==> config.mk <==
export PLATFORM = sky130hd
export DESIGN_NAME = usb_tx_phy_flat
export DESIGN_NICKNAME = d
export VERILOG_FILES = /design/src/rtl/usb_tx_phy_if.sv /design/src/rtl/usb_tx_phy.sv /design/src/flat_wrapper.sv
export SDC_FILE = /design/constraint.sdc
export NUM_CORES = 1
export LEC_CHECK = 0
export BUFFER_PORTS_ARGS = -buffer_cell sky130_fd_sc_hd__buf_2
export CORE_ASPECT_RATIO = 1.2
export CORE_MARGIN = 4
export CORE_UTILIZATION = 30
export DETAILED_ROUTE_END_ITERATION = 8
export HOLD_SLACK_MARGIN = 0.12
export SKIP_CTS_REPAIR_TIMING = 1
export SYNTH_ARGS = -nofsm -noshare
export SYNTH_HDL_FRONTEND = slang
export SYNTH_SLANG_ARGS = --single-unit
==> constraint.sdc <==
create_clock -name clk_i -period 2.8 [get_ports clk_i]
set_clock_uncertainty 0.15 [all_clocks]
set_input_delay 0.14 -clock clk_i [delete_from_list [all_inputs] [get_ports clk_i]]
set_output_delay 0.14 -clock clk_i [all_outputs]
set_load 0.01 [all_outputs]
==> src/rtl/usb_tx_phy_if.sv <==
// Byte-stream handshake and transceiver pin bundle for the USB 1.x transmit PHY.
interface usb_tx_phy_if;
  logic       tx_valid_i;
  logic [7:0] tx_data_i;
  logic       tx_last_i;
  logic       tx_ready_o;
  logic       tx_busy_o;
  logic       tx_underrun_o;
  logic       usb_tx_dp_o;
  logic       usb_tx_dm_o;
  logic       usb_tx_oe_o;

  modport master (
    output tx_valid_i, tx_data_i, tx_last_i,
    input  tx_ready_o, tx_busy_o, tx_underrun_o,
    input  usb_tx_dp_o, usb_tx_dm_o, usb_tx_oe_o
  );

  modport slave (
    input  tx_valid_i, tx_data_i, tx_last_i,
    output tx_ready_o, tx_busy_o, tx_underrun_o,
    output usb_tx_dp_o, usb_tx_dm_o, usb_tx_oe_o
  );
endinterface

==> src/rtl/usb_tx_phy.sv <==
// USB 1.x transmit PHY: SYNC, LSB-first data, bit-stuffing, NRZI, EOP.
// Define USB_TX_ABORT_STUFF_EN to abort underruns with a 7-ones stuff violation.
module usb_tx_phy #(
  parameter int unsigned SYS_CLK_FREQ = 24000000,
  parameter bit          USB_VER_1_X  = 1'b1
) (
  input logic         clk_i,
  input logic         rst_i,
  usb_tx_phy_if.slave bus
);
  localparam int unsigned BIT_CLKS = USB_VER_1_X ? SYS_CLK_FREQ / 12000000
                                                 : SYS_CLK_FREQ / 1500000;
  localparam int unsigned CW = (BIT_CLKS > 1) ? $clog2(BIT_CLKS) : 1;

  if (BIT_CLKS < 2) begin : g_bit_clks_check
    $error("usb_tx_phy: BIT_CLKS must be at least 2");
  end

  typedef enum logic [2:0] {
    IDLE, SYNC, DATA, EOP_SE0, EOP_J
`ifdef USB_TX_ABORT_STUFF_EN
    , ABORT
`endif
  } state_t;

  state_t        state;
  logic [CW-1:0] cnt;
  logic [2:0]    idx;
  logic [7:0]    sh;
  logic [7:0]    dat;
  logic          lst;
  logic [2:0]    ones;
  logic          stuff_q;
  logic          eop_pend;
  logic          line_j;
  logic [1:0]    pins;
  logic          oe;
  logic          busy;
  logic          underrun;
  logic          strobe;
  logic          handoff;

  // {dp, dm} for a line level; J polarity depends on the bus speed
  function automatic logic [1:0] sym(input logic j);
    return (j == USB_VER_1_X) ? 2'b10 : 2'b01;
  endfunction

  function automatic logic nrzi(input logic line, input logic b);
    return b ? line : ~line;
  endfunction

  assign strobe  = (cnt == CW'(BIT_CLKS - 1));
  assign handoff = (state == DATA) && strobe && !stuff_q && (idx == 3'd7);

  assign bus.tx_ready_o    = !rst_i && ((state == IDLE) || (handoff && !lst));
  assign bus.tx_busy_o     = busy;
  assign bus.tx_underrun_o = underrun;
  assign bus.usb_tx_dp_o   = pins[1];
  assign bus.usb_tx_dm_o   = pins[0];
  assign bus.usb_tx_oe_o   = oe;

  always_ff @(posedge clk_i) begin
    if (rst_i) begin
      state    <= IDLE;
      cnt      <= '0;
      idx      <= '0;
      sh       <= '0;
      dat      <= '0;
      lst      <= 1'b0;
      ones     <= '0;
      stuff_q  <= 1'b0;
      eop_pend <= 1'b0;
      line_j   <= 1'b1;
      pins     <= sym(1'b1);
      oe       <= 1'b0;
      busy     <= 1'b0;
      underrun <= 1'b0;
    end else begin
      underrun <= 1'b0;
      if (state != IDLE) cnt <= strobe ? '0 : cnt + 1'b1;
      case (state)
        IDLE: begin
          if (bus.tx_valid_i) begin
            // first SYNC bit (0) goes on the line together with acceptance
            state    <= SYNC;
            dat      <= bus.tx_data_i;
            lst      <= bus.tx_last_i;
            sh       <= 8'h40;
            idx      <= '0;
            ones     <= '0;
            stuff_q  <= 1'b0;
            eop_pend <= 1'b0;
            line_j   <= 1'b0;
            pins     <= sym(1'b0);
            oe       <= 1'b1;
            busy     <= 1'b1;
            cnt      <= '0;
          end
        end
        SYNC: begin
          if (strobe) begin
            if (idx == 3'd7) begin
              state  <= DATA;
              sh     <= dat >> 1;
              idx    <= '0;
              line_j <= nrzi(line_j, dat[0]);
              pins   <= sym(nrzi(line_j, dat[0]));
              ones   <= dat[0] ? ones + 3'd1 : '0;
            end else begin
              sh     <= sh >> 1;
              idx    <= idx + 3'd1;
              line_j <= nrzi(line_j, sh[0]);
              pins   <= sym(nrzi(line_j, sh[0]));
              ones   <= sh[0] ? ones + 3'd1 : '0;
            end
          end
        end
        DATA: begin
          if (strobe) begin
            if (stuff_q && eop_pend) begin
              state <= EOP_SE0;
              idx   <= '0;
              pins  <= 2'b00;
            end else if (handoff) begin
              if (lst) begin
                if (ones == 3'd6) begin
                  eop_pend <= 1'b1;
                  stuff_q  <= 1'b1;
                  ones     <= '0;
                  line_j   <= ~line_j;
                  pins     <= sym(~line_j);
                end else begin
                  state <= EOP_SE0;
                  idx   <= '0;
                  pins  <= 2'b00;
                end
              end else if (bus.tx_valid_i) begin
                lst <= bus.tx_last_i;
                if (ones == 3'd6) begin
                  // idx stays 7 so the byte's first bit after the stuff wraps to 0
                  sh      <= bus.tx_data_i;
                  stuff_q <= 1'b1;
                  ones    <= '0;
                  line_j  <= ~line_j;
                  pins    <= sym(~line_j);
                end else begin
                  sh     <= bus.tx_data_i >> 1;
                  idx    <= '0;
                  line_j <= nrzi(line_j, bus.tx_data_i[0]);
                  pins   <= sym(nrzi(line_j, bus.tx_data_i[0]));
                  ones   <= bus.tx_data_i[0] ? ones + 3'd1 : '0;
                end
              end else begin
                underrun <= 1'b1;
                idx      <= '0;
`ifdef USB_TX_ABORT_STUFF_EN
                state    <= ABORT;
`else
                state    <= EOP_SE0;
                pins     <= 2'b00;
`endif
              end
            end else if (ones == 3'd6) begin
              stuff_q <= 1'b1;
              ones    <= '0;
              line_j  <= ~line_j;
              pins    <= sym(~line_j);
            end else begin
              stuff_q <= 1'b0;
              sh      <= sh >> 1;
              idx     <= idx + 3'd1;
              line_j  <= nrzi(line_j, sh[0]);
              pins    <= sym(nrzi(line_j, sh[0]));
              ones    <= sh[0] ? ones + 3'd1 : '0;
            end
          end
        end
`ifdef USB_TX_ABORT_STUFF_EN
        ABORT: begin
          if (strobe) begin
            if (idx == 3'd6) begin
              state <= EOP_SE0;
              idx   <= '0;
              pins  <= 2'b00;
            end else begin
              idx <= idx + 3'd1;
            end
          end
        end
`endif
        EOP_SE0: begin
          if (strobe) begin
            if (idx == 3'd1) begin
              state  <= EOP_J;
              line_j <= 1'b1;
              pins   <= sym(1'b1);
            end else begin
              idx <= idx + 3'd1;
            end
          end
        end
        EOP_J: begin
          if (strobe) begin
            state   <= IDLE;
            oe      <= 1'b0;
            busy    <= 1'b0;
            ones    <= '0;
            stuff_q <= 1'b0;
          end
        end
        default: state <= IDLE;
      endcase
    end
  end
endmodule

==> src/flat_wrapper.sv <==
// flat-port wrapper written by rule: the top's interface ports become plain ports
module usb_tx_phy_flat 
#(
  parameter int unsigned SYS_CLK_FREQ = 24000000,
  parameter bit          USB_VER_1_X  = 1'b1
)
  (clk_i, rst_i, bus_tx_valid_i, bus_tx_data_i, bus_tx_last_i, bus_tx_ready_o, bus_tx_busy_o, bus_tx_underrun_o, bus_usb_tx_dp_o, bus_usb_tx_dm_o, bus_usb_tx_oe_o);
  usb_tx_phy_if bus_i ();
  input logic clk_i;
  input logic rst_i;
  input wire logic [$bits(bus_i.tx_valid_i)-1:0] bus_tx_valid_i;
  input wire logic [$bits(bus_i.tx_data_i)-1:0] bus_tx_data_i;
  input wire logic [$bits(bus_i.tx_last_i)-1:0] bus_tx_last_i;
  output wire logic [$bits(bus_i.tx_ready_o)-1:0] bus_tx_ready_o;
  output wire logic [$bits(bus_i.tx_busy_o)-1:0] bus_tx_busy_o;
  output wire logic [$bits(bus_i.tx_underrun_o)-1:0] bus_tx_underrun_o;
  output wire logic [$bits(bus_i.usb_tx_dp_o)-1:0] bus_usb_tx_dp_o;
  output wire logic [$bits(bus_i.usb_tx_dm_o)-1:0] bus_usb_tx_dm_o;
  output wire logic [$bits(bus_i.usb_tx_oe_o)-1:0] bus_usb_tx_oe_o;
  assign bus_i.tx_valid_i = bus_tx_valid_i;
  assign bus_i.tx_data_i = bus_tx_data_i;
  assign bus_i.tx_last_i = bus_tx_last_i;
  assign bus_tx_ready_o = bus_i.tx_ready_o;
  assign bus_tx_busy_o = bus_i.tx_busy_o;
  assign bus_tx_underrun_o = bus_i.tx_underrun_o;
  assign bus_usb_tx_dp_o = bus_i.usb_tx_dp_o;
  assign bus_usb_tx_dm_o = bus_i.usb_tx_dm_o;
  assign bus_usb_tx_oe_o = bus_i.usb_tx_oe_o;
  usb_tx_phy #(.SYS_CLK_FREQ(SYS_CLK_FREQ), .USB_VER_1_X(USB_VER_1_X)) u_core (.clk_i(clk_i), .rst_i(rst_i), .bus(bus_i));
endmodule
; ---- Yosys cells after proc, flatten, opt, wreduce, memory -nomap -nowiden
; Index checks and enable logic that the tools add are counted.
[classes]
n_addsub = 3
n_eq_ne = 28
muxes = 115
bitwise_logic = 4
n_reduce_logical = 30
[ops]
columns = operator, n
row1 = 2-to-1 mux 3 bit, 37
row2 = 2-to-1 mux 8 bit, 9
row3 = 2-to-1 mux 1 bit, 41
row4 = 2-to-1 mux 2 bit, 17
row5 = one-hot mux 3 bit (4 select lines), 2
row6 = one-hot mux 8 bit (3 select lines), 1
row7 = "inequality test 2 x 1 -> 1 bit, second input constant", 8
row8 = AND reduction 8 bit, 2
row9 = one-hot mux 3 bit (5 select lines), 1
row10 = AND reduction 7 bit, 2
row11 = "inequality test 4 x 3 -> 1 bit, second input constant", 3
row12 = AND reduction 6 bit, 2
row13 = AND reduction 10 bit, 1
row14 = "equality test 3 bit, second input constant", 3
row15 = AND reduction 9 bit, 1
row16 = nonzero test 3 bit, 3
row17 = "inequality test 2 bit, second input constant", 4
row18 = "inequality test 4 bit, second input constant", 2
row19 = one-hot mux 2 bit (4 select lines), 1
row20 = nonzero test 4 bit, 2
row21 = 2-to-1 mux 7 bit, 1
row22 = "adder 3 x 1 -> 3 bit, second input constant", 2
row23 = "equality test 3 x 1 -> 1 bit, second input constant", 2
row24 = "equality test 3 x 2 -> 1 bit, second input constant", 2
row25 = other kinds (16), 31
[word_totals]
regBits = 34
in_bits = 12
out_inout_bits = 6
word_cells = 193

; ---- Depth between registers and ports, before layout
[depth]
ltp_word = 10
mapped_depth = 9
ltp_nobuf = 7

; ---- Worst setup path before layout
; OpenSTA, ideal clock, no wires.
[synth_path]
path_kind = register -> register
start = register u_core.idx[0]
end = register u_core.sh[1]
setup_ps = 136
t_arrival_ps = 2206
required_time_ps = 2514
path_slack_ps = 308
path_stages_with_launch = 10
n_path_buf = 2
synth_period_minus_slack_ps = 2492
path_cell_list = dfxtp_1 -> ha_1 -> ha_1 -> buf_4 -> nor2b_1 -> a221o_1 -> a2111o_1 -> buf_2 -> a2111oi_0 -> a211oi_1
[synth_between]
elab_chain_cells = 6
elab_cells_between_ends = 12
cone_classes = eq/ne: 4 / mux: 6 / reduce/logical: 2
[synth_lines]
columns = item, line_no
row1 = start: declaration, usb_tx_phy.sv:28  ; logic [2:0] idx;
row2 = start signal: assignment, usb_tx_phy.sv:111  ; idx <= idx + 3'd1;
row3 = start signal: assignment, usb_tx_phy.sv:171  ; idx <= idx + 3'd1;
row4 = start signal: assignment, usb_tx_phy.sv:198  ; idx <= idx + 3'd1;
row5 = equality test 3 bit *, "usb_tx_phy.sv:53, usb_tx_phy.sv:102"
row6 = logical AND 1 bit, usb_tx_phy.sv:53  ; assign handoff = (state == DATA) && strobe && !stuff_q && (idx == 3'd7);
row7 = 2-to-1 mux 8 bit, usb_tx_phy.sv:124  ; end else if (handoff) begin
row8 = 2-to-1 mux 8 bit, usb_tx_phy.sv:120  ; if (stuff_q && eop_pend) begin
row9 = 2-to-1 mux 8 bit, usb_tx_phy.sv:119  ; if (strobe) begin
row10 = one-hot mux 8 bit (3 select lines), usb_tx_phy.sv:81  ; case (state)
row11 = end signal: assignment, usb_tx_phy.sv:104  ; sh <= dat >> 1;
row12 = end signal: assignment, usb_tx_phy.sv:141  ; sh <= bus.tx_data_i;
row13 = end signal: assignment, usb_tx_phy.sv:147  ; sh <= bus.tx_data_i >> 1;
row14 = end: declaration, usb_tx_phy.sv:29  ; logic [7:0] sh;
; Every way passes the cells marked *; elsewhere a longest branch is shown, timed or not. The select of a mux whose other input is x is not followed.
; A chain may end at the register's enable or synchronous reset.

; ---- Worst setup path in the final report
[layout_path]
start = register u_core.idx[0]
end = register u_core.sh[4]
; The elaborated chain is that of the path after synthesis.

==> metrics.txt <==
P_sw=492.3 uW; cell total after placement=374; setup tns final=0 ns; layout cells sized above 1=13.82%; Final Setup Violations=0; Layout area overhead=18.47%; Clock power frac=36.2%; first-pass GRT wire length=10020 um; CP required=2.81 ns; CTS sink count=34; Reg area=680.7 sq um; top cell type's share of synthesized area=31.50%; total CTS buffers=5; Root Buffer=clkbuf_8; Clk Latency, worst-skew pair=0.30 ns; WP data arrival=2.65 ns; synth cell count leaders=nand2_1, dfxtp_1, a21oi_1, nor2_1; CP Class=reg2reg; most common cell in the netlist=nand2_1; Antenna Nets Post-Route=0; Via Count=2193; Netlist cell types=51; initial core utilization=31.15%; RSZ-0062 raised after global routing=false; Worst Hold Class=in2reg; outcome=finished, final reports clean; crit-path max FO=11; Die Ht=101.0 um; initial antenna violation count=0; io pins=18; syn avg cell area=7.609 sq um; startpoint types=register; Sw Share=31.70%; Max Root-Sink Buffers=2; Reg power frac=38.5%; Antenna diodes=0; chip width=85.48 um; FMAX=379.0 MHz; register area share after synthesis=31.50%; Filler Cell Count=741; Max Slew Vio Count=0; Total GRT Usage=14.33%; internal power=1061 uW; vias in the first global route=2039; grt ovf=0; DP HPWL=4132 um; FP Rows=33; post-synth top area cell=dfxtp_1; Gate power share=25.3%; Synth Instances=284; Rel. slew slack=50.59%; Post-synth EDFFs=0; asr flop ratio synth=0%; CTS tree=yes; final cell count without fillers=391; WL final=5971 um; Die ar.=8630 sq um; # DRC=0; Worst Setup End Kind=register; Leakage=0.0009765 uW; final worst path period share=94.24%; WL per Instance=15.27 um; Vias/cell=5.609; H-Tree Depth=2; ys flop type=dfxtp_1; # port buffers=17; first-iteration detailed-routing DRC count=181; Clock transition at path regs=0.08 ns; Hold Violations, Final=0; Slew @ Worst Pin=0.7402 ns; number of max-cap violations=0; pin count of the biggest net entering global routing=38; multi-input logic area=1341 sq um; Final min period=2.639 ns; Synth Cell Area=2161 sq um; Syn Nets=301; Nets=320; peak supply drop=0.3305 mV; Area contributors post-synth=dfxtp_1, nand2_1, a21oi_1; drt pass-1 iters=4; Synth warnings=0; P per Cell Area=606.7 nW/um^2; Core ar.=6937 sq um; Final GP Congestion=0.9074; Seq cells post-synth=34
## critical path: stages, from the launching register on
cell and delay, ns:
dfxtp_1 0.38, ha_1 0.16, ha_1 0.24, nand3b_4 0.15, a221o_1 0.38, a2111o_2 0.59, a2111oi_0 0.36, a211oi_1 0.09
## path summary, 6_finish.rpt
| check | from | end | slack [ns] | depth (start not counted) |
|---|---|---|---|---|
| max reg2reg | u_core.idx[0] | u_core.sh[4] | 0.16 | 7 |
| max | u_core.idx[0] | u_core.sh[4] | 0.16 | 7 |
| min reg2reg | u_core.dat[5] | u_core.dat[5] | 0.31 | 2 |
| min | bus_tx_valid_i | u_core.bus.tx_underrun_o | 0.08 | 2 |
## cell usage in the layout (no fill, tap or decap), types with 3 or more instances in the layout
master / count
xnor2_1: 3
clkbuf_8: 5
nand3_1: 4
nand2_1: 44
and3b_1: 3
ha_1: 5
nor2_1: 25
o32ai_1: 3
a21boi_0: 6
inv_1: 15
buf_2: 17
buf_4: 8
nor2b_1: 5
dfxtp_1: 34
a2111oi_0: 6
a32oi_1: 3
and2_1: 3
nor3_1: 6
a221o_1: 3
dlygate4sd3_1: 9
a21oi_1: 25
a31oi_1: 3
o22ai_1: 3
nand2b_1: 5
a2bb2oi_1: 3
or3b_2: 3
a211oi_1: 8
mux2i_1: 4
o21ai_0: 9
## power by group through the flow
stage          registers [uW]  logic, uW  clock network [uW]
2_1_floorplan             574        312                   0
3_3_place_gp              606        374                   0
3_5_place_dp              607        376                   0
4_1_cts                   597        378                 575
5_1_grt                   607        439                 590
6_report                  597        393                 563
## cell families after synthesis
group                      Yosys count  share of synthesized area (%)
AOI/OAI and AO/OA                   90                          29.59
xor gates and xnor gates             3                          1.216
adders and majority gates            5                          2.895
buffers and inverters               37                          7.180
DFF                                 34                          31.50
muxes                                4                          1.853
and+or+nand+nor                    111                          25.77
## per-stage QoR
stage | area, sq um | hold slack [ns] | total power [uW] | worst slack [ns] | util, %
2_1_floorplan | 2161 | 0.1260 | 885.6 | 0.3083 | -
3_5_place_dp | 2316 | 0.2616 | 983.7 | 0.1531 | 33.39
4_1_cts | 2454 | -0.06139 | 1550 | 0.1433 | 35.37
3_3_place_gp | 2316 | 0.2566 | 980.4 | 0.1914 | 33.39
6_report | 2560 | 0.08316 | 1553 | 0.1612 | 36.90
5_1_grt | 2560 | 0.1239 | 1637 | 0.006703 | 36.90
## sequential cells by signal, indices dropped and copies added (netlist names)
| name | count |
|---|---|
| u_core.state | 3 |
| u_core.stuff_q | 1 |
| u_core.line_j | 1 |
| u_core.sh | 8 |
| u_core.lst | 1 |
| u_core.bus.tx_underrun_o | 1 |
| u_core.eop_pend | 1 |
| u_core.bus.usb_tx_oe_o | 1 |
| u_core.pins | 2 |
| u_core.dat | 8 |
| u_core.idx | 3 |
| u_core.ones | 3 |
| u_core.cnt | 1 |
## per-layer routing
metal	GRT usage, %	wire, um
met5	0	0
met4	4.872	102
met3	2.617	295
met2	23.09	2916
met1	19.19	2657
## final cells by class
cell class / instances / share of cell area [%]
Sequential cell: 34 / 26.59
Clock inverter: 3 / 2.688
Multi-Input combinational cell: 213 / 52.39
Inverter: 15 / 2.199
Tap cell: 87 / 4.252
Clock buffer: 5 / 2.688
Timing Repair Buffer: 34 / 9.189
Power figures use the tool's default switching activity.
